`src/rtl/adder_pkg.sv`:
```
// Shared definitions for the adder result accumulator: sum width and frame FSM states.
package adder_pkg;

    localparam int SUM_W = 5;

    typedef enum logic [1:0] {
        IDLE  = 2'd0,
        ACCUM = 2'd1,
        HOLD  = 2'd2
    } state_t;

endpackage

```
`src/rtl/sat_add.sv`:
```
// Combinational saturating add of a signed adder result onto a signed accumulator.
module sat_add
    import adder_pkg::*;
#(
    parameter int ACC_W = 6
) (
    input  logic [ACC_W-1:0] a,
    input  logic [SUM_W-1:0] b,
    output logic [ACC_W-1:0] sum,
    output logic             clamp
);

    logic [ACC_W:0] wide_s;

    // One guard bit is enough: an ACC_W-bit plus a narrower operand fits in ACC_W+1 bits.
    assign wide_s = $signed({a[ACC_W-1], a}) + $signed((ACC_W + 1)'($signed(b)));

    // Guard bit disagreeing with the sign bit means the true result left the ACC_W range.
    always_comb begin
        clamp = 1'b0;
        sum   = wide_s[ACC_W-1:0];
        if (wide_s[ACC_W] != wide_s[ACC_W-1]) begin
            clamp = 1'b1;
            if (wide_s[ACC_W] == 1'b0) begin
                sum = {1'b0, {(ACC_W - 1){1'b1}}};
            end else begin
                sum = {1'b1, {(ACC_W - 1){1'b0}}};
            end
        end else begin
            clamp = 1'b0;
        end
    end

endmodule

```
`src/rtl/sum_accumulator.sv`:
```
// Accumulates COUNT signed adder results per frame with saturation, a sticky
// saturation flag and an overflow tally, then holds the result until taken.
module sum_accumulator
    import adder_pkg::*;
#(
    parameter int COUNT = 4,
    parameter int ACC_W = 6
) (
    input  logic                       clk,
    input  logic                       rst,
    input  logic                       in_valid,
    output logic                       in_ready,
    input  logic [SUM_W-1:0]           sum_in,
    input  logic                       ovf_in,
    output logic                       out_valid,
    input  logic                       out_ready,
    output logic [ACC_W-1:0]           acc_out,
    output logic                       sat_out,
    output logic [$clog2(COUNT+1)-1:0] ovf_count
);

    localparam int CNT_W = $clog2(COUNT + 1);

    state_t           state_r;
    state_t           next_state_s;
    logic [CNT_W-1:0] cnt_r;
    logic [CNT_W-1:0] cnt_next_s;
    logic [ACC_W-1:0] acc_next_s;
    logic             sat_next_s;
    logic [CNT_W-1:0] ovf_next_s;
    logic [ACC_W-1:0] sat_sum_s;
    logic             clamp_s;
    logic             accept_s;
    logic             release_s;

    sat_add #(
        .ACC_W (ACC_W)
    ) u_sat_add (
        .a     (acc_out),
        .b     (sum_in),
        .sum   (sat_sum_s),
        .clamp (clamp_s)
    );

    assign in_ready  = (state_r != HOLD);
    assign accept_s  = in_valid && in_ready;
    assign release_s = (state_r == HOLD) && out_ready;

    // Next-state and next-datapath values; the handshake cycle clears the frame.
    always_comb begin
        next_state_s = state_r;
        cnt_next_s   = cnt_r;
        acc_next_s   = acc_out;
        sat_next_s   = sat_out;
        ovf_next_s   = ovf_count;
        case (state_r)
            IDLE: begin
                if (accept_s) begin
                    next_state_s = ACCUM;
                end else begin
                    next_state_s = IDLE;
                end
            end
            ACCUM: begin
                if (accept_s && (cnt_r == CNT_W'(COUNT - 1))) begin
                    next_state_s = HOLD;
                end else begin
                    next_state_s = ACCUM;
                end
            end
            HOLD: begin
                if (out_ready) begin
                    next_state_s = IDLE;
                end else begin
                    next_state_s = HOLD;
                end
            end
            default: begin
                next_state_s = IDLE;
            end
        endcase
        if (accept_s) begin
            acc_next_s = sat_sum_s;
            sat_next_s = sat_out | clamp_s;
            ovf_next_s = ovf_count + CNT_W'(ovf_in);
            cnt_next_s = cnt_r + CNT_W'(1);
        end else if (release_s) begin
            acc_next_s = {ACC_W{1'b0}};
            sat_next_s = 1'b0;
            ovf_next_s = {CNT_W{1'b0}};
            cnt_next_s = {CNT_W{1'b0}};
        end else begin
            acc_next_s = acc_out;
        end
    end

    // State and output registers; reset wins over any accept or handshake.
    always_ff @(posedge clk) begin
        if (rst) begin
            state_r   <= IDLE;
            cnt_r     <= {CNT_W{1'b0}};
            acc_out   <= {ACC_W{1'b0}};
            sat_out   <= 1'b0;
            ovf_count <= {CNT_W{1'b0}};
            out_valid <= 1'b0;
        end else begin
            state_r   <= next_state_s;
            cnt_r     <= cnt_next_s;
            acc_out   <= acc_next_s;
            sat_out   <= sat_next_s;
            ovf_count <= ovf_next_s;
            out_valid <= (next_state_s == HOLD);
        end
    end

endmodule

```
`config.mk`:
```
export PLATFORM = sky130hd
export DESIGN_NAME = sum_accumulator
export DESIGN_NICKNAME = d
export VERILOG_FILES = /design/src/rtl/adder_pkg.sv /design/src/rtl/sat_add.sv /design/src/rtl/sum_accumulator.sv
export SDC_FILE = /design/constraint.sdc
export NUM_CORES = 1
export LEC_CHECK = 0
export ABC_AREA = 0
export CAP_MARGIN = 30
export CORE_AREA = 4 4 47 49
export CTS_CLUSTER_SIZE = 12
export DETAILED_ROUTE_END_ITERATION = 10
export DIE_AREA = 0 0 51 53
export GPL_ROUTABILITY_DRIVEN = 0
export PLACE_DENSITY = 0.8
export RECOVER_POWER = 100
export SYNTH_ARGS = -nofsm -noshare
export SYNTH_HDL_FRONTEND = slang
export SYNTH_SLANG_ARGS = --single-unit
```
`constraint.sdc`:
```
create_clock -name clk -period 5.49 [get_ports clk]
set_clock_uncertainty 0.05 [all_clocks]
set_input_delay 0.549 -clock clk [delete_from_list [all_inputs] [get_ports clk]]
set_output_delay 0.549 -clock clk [all_outputs]
set_load 0.01 [all_outputs]
```
Yosys cells after proc, flatten, opt, wreduce, memory -nomap -nowiden
Cells that the tools add are included.
{"block": "word_totals", "ff_bits": 16, "in_bits": 10, "output_inout_bits": 12, "elab_cells": 35}
{"block": "op_classes", "addsub": 3, "eq_ne": 6, "muxes": 14, "bitwise": 1, "reduce_logical": 5}
{"op": "two-way mux 6 bit", "n": 4}
{"op": "two-way mux 3 bit", "n": 3}
{"op": "adder 6 x 5 -> 7 bit", "n": 1}
{"op": "one-hot mux 2 bit (3 select lines)", "n": 1}
{"op": "== test 2 bit (second input constant)", "n": 2}
{"op": "two-way mux 1 bit", "n": 4}
{"op": "two-way mux 2 bit", "n": 2}
{"op": "adder 3 x 1 -> 3 bit", "n": 1}
{"op": "adder 3 x 1 -> 3 bit (second input constant)", "n": 1}
{"op": "== test 3 x 2 -> 1 bit (second input constant)", "n": 1}
{"op": "logical AND 1 bit", "n": 3}
{"op": "== test 2 x 1 -> 1 bit (second input constant)", "n": 1}
{"op": "zero test 2 bit", "n": 1}
{"op": "inequality test 2 bit (second input constant)", "n": 1}
{"op": "nonzero test 2 bit", "n": 1}
{"op": "inequality test 1 bit", "n": 1}
{"op": "OR 1 bit", "n": 1}

Longest topological paths before layout
Gate-level depths: netlist of run 1.
{"block": "depth", "depth_word": 6, "depth_mapped": 9, "ltp_nobuf": 8}

Modules after synthesis
Synthesis of run 1 repeated with hierarchy kept, for this count alone.
{"block": "hier_totals", "cells_unflattened": 99, "hier_area_um2": 1029.7}
{"mod": "sum_accumulator", "n_inst": 1, "cells_each": 53, "area_per_inst_um2": 633.1, "seq_area_each_um2": 320.3}
{"mod": "sat_add", "n_inst": 1, "cells_each": 46, "area_per_inst_um2": 396.6, "seq_area_each_um2": 0.0}

Least setup slack after synthesis of run 1
OpenSTA, ideal clock, no wires.
{"block": "synth_path", "kind": "input-to-reg", "from": "input port sum_in[0]", "to": "register acc_out[0]", "setup_time_ns": 0.122, "arrival_time_ns": 2.134, "t_required_ns": 5.318, "slack_ns": 3.184, "cell_stages": 7, "n_path_buf": 0, "path_cell_list": "ha_1 -> fa_1 -> a21o_1 -> a41oi_2 -> xor2_1 -> nor3_1 -> a221o_1"}
{"block": "synth_via", "elab_chain_len": 4, "word_cells_on_any_way": 5, "cone_classes": "add/sub: 1; eq/ne: 1; mux: 3"}
{"item": "start, declared", "line": "sum_accumulator.sv:13", "text": "input logic [SUM_W-1:0] sum_in,"}
{"item": "adder 6 x 5 -> 7 bit *", "line": "sat_add.sv:16", "text": "assign wide_s = $signed({a[ACC_W-1], a}) + $signed((ACC_W + 1)'($signed(b)));"}
{"item": "two-way mux 6 bit / inequality test 1 bit (equally long branches)", "line": "sat_add.sv:24, sat_add.sv:22"}
{"item": "two-way mux 6 bit *", "line": "sat_add.sv:22", "text": "if (wide_s[ACC_W] != wide_s[ACC_W-1]) begin"}
{"item": "two-way mux 6 bit *", "line": "sum_accumulator.sv:82", "text": "if (accept_s) begin"}
{"item": "end signal, assigned", "line": "sum_accumulator.sv:102", "text": "acc_out <= {ACC_W{1'b0}};"}
{"item": "end signal, assigned", "line": "sum_accumulator.sv:109", "text": "acc_out <= acc_next_s;"}
{"item": "end, declared", "line": "sum_accumulator.sv:17", "text": "output logic [ACC_W-1:0] acc_out,"}
Mark *: on every way between the ends. The rest lies on a longest branch, timed or not.
A chain may end at the register's enable or synchronous reset.

Worst setup path in the final report of run 1
{"block": "layout_path", "from": "input port sum_in[0]", "to": "register acc_out[3]"}
Same word-level chain as after synthesis.

==> results of run 1 <==
-- cells by family after synthesis --
logic type	Yosys count	synth area share
buffers and inverters	8	0.0377
flip-flops	16	0.357
AND/OR/NAND/NOR	30	0.180
AO/OA/AOI/OAI	25	0.225
adder cells (fa/ha/maj)	11	0.162
XOR/XNOR	4	0.0391
-- registers in the layout (all words and copies together) (netlist names) --
register / flops
acc_out: 6
cnt_r: 3
ovf_count: 3
state_r: 2
out_valid: 1
sat_out: 1
-- final timing paths --
kind	startpoint	cells after the start	slack [ns]	endpoint
setup / recovery	sum_in[0]	8	2.73	acc_out[3]
hold / removal	state_r[1]	1	0.39	state_r[0]
setup reg to reg	acc_out[0]	7	3.23	acc_out[3]
hold reg to reg	state_r[1]	1	0.39	state_r[0]
-- report_power, final --
part / internal (mW) / switching [mW]
logic: 0.104 / 0.0950
registers: 0.140 / 0.0196
clock network: 0.0254 / 0.0319
total: 0.269 / 0.146
-- per-layer routing --
metal / vias to the layer above / wire length (um) / track usage
met5: - / 0 / 0
met4: 0 / 0 / 0.0135
met3: 0 / 75 / 0.0535
met2: 13 / 834 / 0.251
met1: 337 / 783 / 0.184
li1: 386 / - / -
-- stage by stage --
step / cells / hold slack [ns] / power, mW / utilization / worst slack [ns]
CTS: 143 / 0.399 / 0.437 / 0.619 / 2.88
floorplan: 94 / 0.369 / 0.300 / - / 3.18
global route: 143 / 0.429 / 0.454 / 0.609 / 2.52
finish: 143 / 0.391 / 0.415 / 0.609 / 2.73
global placement: 140 / 0.381 / 0.372 / 0.607 / 2.62
detailed placement: 140 / 0.390 / 0.378 / 0.607 / 2.58
-- layout by cell type, fill, tap and decap left out, types with 3 or more instances in the layout --
| master | netlist | layout |
|---|---|---|
| a21oi_1 | 5 | 6 |
| a221o_1 | 4 | 4 |
| a22oi_1 | 5 | 5 |
| clkbuf_4 | 0 | 3 |
| clkdlybuf4s50_1 | 0 | 6 |
| dfxtp_1 | 16 | 16 |
| dlygate4sd3_1 | 0 | 15 |
| ha_1 | 10 | 10 |
| inv_1 | 4 | 4 |
| nand2_1 | 4 | 4 |
| nand3_1 | 3 | 3 |
| nor2_1 | 14 | 14 |
-- final cells by class --
| type | instances | share of cell area |
|---|---|---|
| inverter | 6 | 0.0199 |
| timing repair buffer | 21 | 0.185 |
| clock buffer | 3 | 0.0199 |
| tap | 27 | 0.0298 |
| multi-input combinational | 70 | 0.462 |
| sequential | 16 | 0.283 |
-- critical path, stage by stage --
cell	delay, ns
dlygate4sd3_1	0.54
ha_1	0.23
fa_1	0.40
a21o_1	0.19
a41oi_1	0.23
xor2_1	0.26
nor3_1	0.15
a221o_1	0.33
==> metrics.cfg, run 1 <==
[outcome]
status=completed

[synth]
yosys-top-cells-count=dfxtp_1, nor2_1, ha_1
yosys.cell_types.count=33
synth-warning-count=0
synthCells=94
yosysTopAreaCellShare=0.357
synth.yosys.seq_area_share=0.357
ys_ff_latch=16
avgSynthCellArea_um2=9.54
yosysTopAreaCell=dfxtp_1
synthTopCellsByArea=dfxtp_1, ha_1, nor2_1, a221o_1, a22oi_1
syn_nets=115
async_flop_share=0
syn_area_um2=897
synth_flop_cell=dfxtp_1
yosysMostFrequentCell=dfxtp_1
synth-edff-count=0

[final_layout]
n_antenna_cell=0
fin_area_um2=1130
regArea_um2=320
nNetsFinal=139
synthToLayoutAreaGrowth_pct=26.4
multiInputGateArea_um2=524
nFillCells=163
layout-drive-gt1-share=0.0862

[clocking]
clk_path_buf_depth=2
worstSkewPairLatency_ns=0.27
cts.sinks=16
htreeDepth=1
holdBufCountCts=0
root_buffer=clkbuf_4
clk_pin_slew_ns=0.08
cts_resized=0
cts_tree=built
numCtsBuffers=3
cts_setup_buffers=0

[sta]
fin_crit_sh=0.503
setup_viol=0
fin_crit_ns=2.76
max-slew-margin-rel=0.613
max_freq_ghz=0.362
rsz0062_at_grt=no
finalSetupTns_ns=0
worst_pin_slew_ns=0.580
hold_viol=0
slew_viol_final=0

[detailed_routing]
wire_per_inst_um=11.8
drtIter0Drc=13
vias=736
drc=0
ant_nets=0
first_pass_iters=4
wl_um=1690
vias_per_cell=5.15

[flow_run]
cap_violations=0

[setup_path]
cp-end-kind=flip-flop
crit_fanout=5
required_ns=5.61
setup.worst_path.class=in -> reg
startpoint_type=input pin
arrival_ns=2.88

[global_routing]
grt_pass1_vias=681
track_usage=0.147
overflow=0
antenna_found_initial=0
grt_pass1_wl_um=3040
grt_max_degree=15

[power]
powerDensity_nw_per_um2=366
p_leak_nw=0.496
peakVddDrop_mv=0.228

[floorplanning]
ios=22
core_area_um2=1860
rows=16
start_util=0.482
die_area_um2=2700
fp.dieW_um=51
die_h_um=53

[placed_design]
dpl.hpwl_um=1400
port_buffers=21
place_area_um2=1130

[worst_hold_path]
hold_class=reg -> reg

No activity file was read; power rests on OpenSTA's default activity.
==> run 2, diff against run 1 <==
--- a/config.mk
+++ b/config.mk
@@ -7,12 +7,12 @@
 export LEC_CHECK = 0
 export ABC_AREA = 0
 export CAP_MARGIN = 30
-export CORE_AREA = 4 4 47 49
+export CORE_AREA = 4 4 51 53
 export CTS_CLUSTER_SIZE = 12
 export DETAILED_ROUTE_END_ITERATION = 10
-export DIE_AREA = 0 0 51 53
+export DIE_AREA = 0 0 55 57
 export GPL_ROUTABILITY_DRIVEN = 0
-export PLACE_DENSITY = 0.8
+export PLACE_DENSITY = 0.72
 export RECOVER_POWER = 100
 export SYNTH_ARGS = -nofsm -noshare
 export SYNTH_HDL_FRONTEND = slang
==> constraint.sdc (replaced) <==
create_clock -name clk -period 2.3 [get_ports clk]
set_clock_uncertainty 0.05 [all_clocks]
set_input_delay 0.23 -clock clk [delete_from_list [all_inputs] [get_ports clk]]
set_output_delay 0.23 -clock clk [all_outputs]
set_load 0.01 [all_outputs]
==> metrics.cfg, run 2 (synthesis gave the netlist of run 1 again) <==
[outcome]
status=completed

[detailed_routing]
drc=0
wl_um=1890
first_pass_iters=4
drtIter0Drc=7
ant_nets=0
vias=759
wire_per_inst_um=12.4
vias_per_cell=4.99

[final_layout]
layout-drive-gt1-share=0.137
final_util=0.564
layout_commonest_cell=dfxtp_1
fin_area_um2=1210
largest_reg_flops=6
final_cell_mix=dfxtp_1, nor2_1, dlygate4sd3_1
synthToLayoutAreaGrowth_pct=35.0
largestRegisters=acc_out (6), cnt_r (3), ovf_count (3)
n_antenna_cell=0
nNetsFinal=146
top_register=acc_out

[setup_path]
path_buf_inv=1
required_ns=2.49
startpoint_type=input pin
arrival_ns=2.35
setup.worst_path.class=in -> reg
cpMaxStageDelayCell=clkdlybuf4s50_1
cp-end-kind=flip-flop
timing.critical_path.cells=clkdlybuf4s50_1 -> ha_1 -> fa_2 -> a21o_1 -> a41oi_2 -> xor2_2 -> nor4b_4 -> a221o_1
crit_fanout=5
cp_top_family=adder cells
critPathMaxStageDelay_ns=0.40

[placed_design]
port_buffers=21
place_area_um2=1180
dpl.hpwl_um=1510

[worst_hold_path]
hold_class=reg -> reg

[clocking]
clk_pin_slew_ns=0.09
clk_path_buf_depth=2
root_buffer=clkbuf_4
htreeDepth=1
cts.sinks=16
numCtsBuffers=3
cts_tree=built
worstSkewPairLatency_ns=0.28

[floorplanning]
die_h_um=57
die_area_um2=3140
core_area_um2=2150
start_util=0.418
ios=22
fp.dieW_um=55
rows=17

[sta]
slew_viol_final=0
setup_viol=0
finalSetupTns_ns=0
fin_crit_ns=2.17
max-slew-margin-rel=0.649
rsz0062_at_grt=no
max_freq_ghz=0.461
hold_viol=0
fin_crit_sh=0.942
worst_pin_slew_ns=0.526

[power]
pwr-share-clk=0.158
p_leak_nw=0.535
swShare=0.345
peakVddDrop_mv=0.414
power_frac_comb=0.512
pwr-share-seq=0.330
internal_power_mw=0.753
p_sw_mw=0.396
powerDensity_nw_per_um2=949

[flow_run]
cap_violations=0

[global_routing]
grt_pass1_wl_um=3110
grt_pass1_vias=737
track_usage=0.136
overflow=0
grt_max_degree=12
antenna_found_initial=0

run 2: worst paths after layout:
kind	depth (start not counted)	endpoint	start	slack, ns
worst min register to register	1	state_r[0]	state_r[1]	0.39
worst max register to register	7	acc_out[2]	acc_out[0]	0.16
worst max-delay path	8	acc_out[2]	sum_in[0]	0.13
worst min-delay path	1	state_r[0]	state_r[1]	0.39
run 2: cell type report:
type                       count  area (um2)
fill                         218         937
timing repair buffer          28         259
multi-input combinational     70         538
tap                           28        35.0
sequential                    16         320
clock buffer                   4        36.3
inverter                       6        22.5
run 2: routing by layer:
layer / global-route usage / vias up / routed length (um)
li1: - / 401 / -
met1: 0.166 / 345 / 880
met2: 0.220 / 13 / 927
met3: 0.0548 / 0 / 79
met4: 0.0313 / 0 / 0
met5: 0 / - / 0
run 2: timing repair:
action,4_1_cts,5_1_grt
hold buffers,0,0
gates resized for setup,2,1
endpoints found under the setup margin,1,5
setup buffers,0,1
pin swaps,0,2
run 2: per-stage QoR:
stage	setup WS [ns]	hold WS, ns	instances	total power [mW]
after floorplan	0.205	0.257	94	0.717
after global placement	-0.176	0.381	147	0.948
after detailed placement	-0.302	0.390	147	0.960
after CTS	0.0423	0.404	151	1.16
after global routing	0.0411	0.407	152	1.24
final	0.133	0.386	152	1.15
run 2: power by group through the flow:
stage / registers, mW / clock network [mW] / logic (mW)
2_1_floorplan: 0.402 / 0 / 0.314
3_3_place_gp: 0.387 / 0 / 0.561
3_5_place_dp: 0.388 / 0 / 0.572
4_1_cts: 0.382 / 0.190 / 0.590
5_1_grt: 0.387 / 0.202 / 0.648
6_report: 0.379 / 0.181 / 0.588
==> run 3, diff against run 2 <==
--- a/config.mk
+++ b/config.mk
@@ -11,7 +11,6 @@
 export CTS_CLUSTER_SIZE = 12
 export DETAILED_ROUTE_END_ITERATION = 10
 export DIE_AREA = 0 0 55 57
-export GPL_ROUTABILITY_DRIVEN = 0
 export PLACE_DENSITY = 0.72
 export RECOVER_POWER = 100
 export SYNTH_ARGS = -nofsm -noshare
==> results of run 3 <==
Final layout, timing and power as in run 2 (identical DEF).
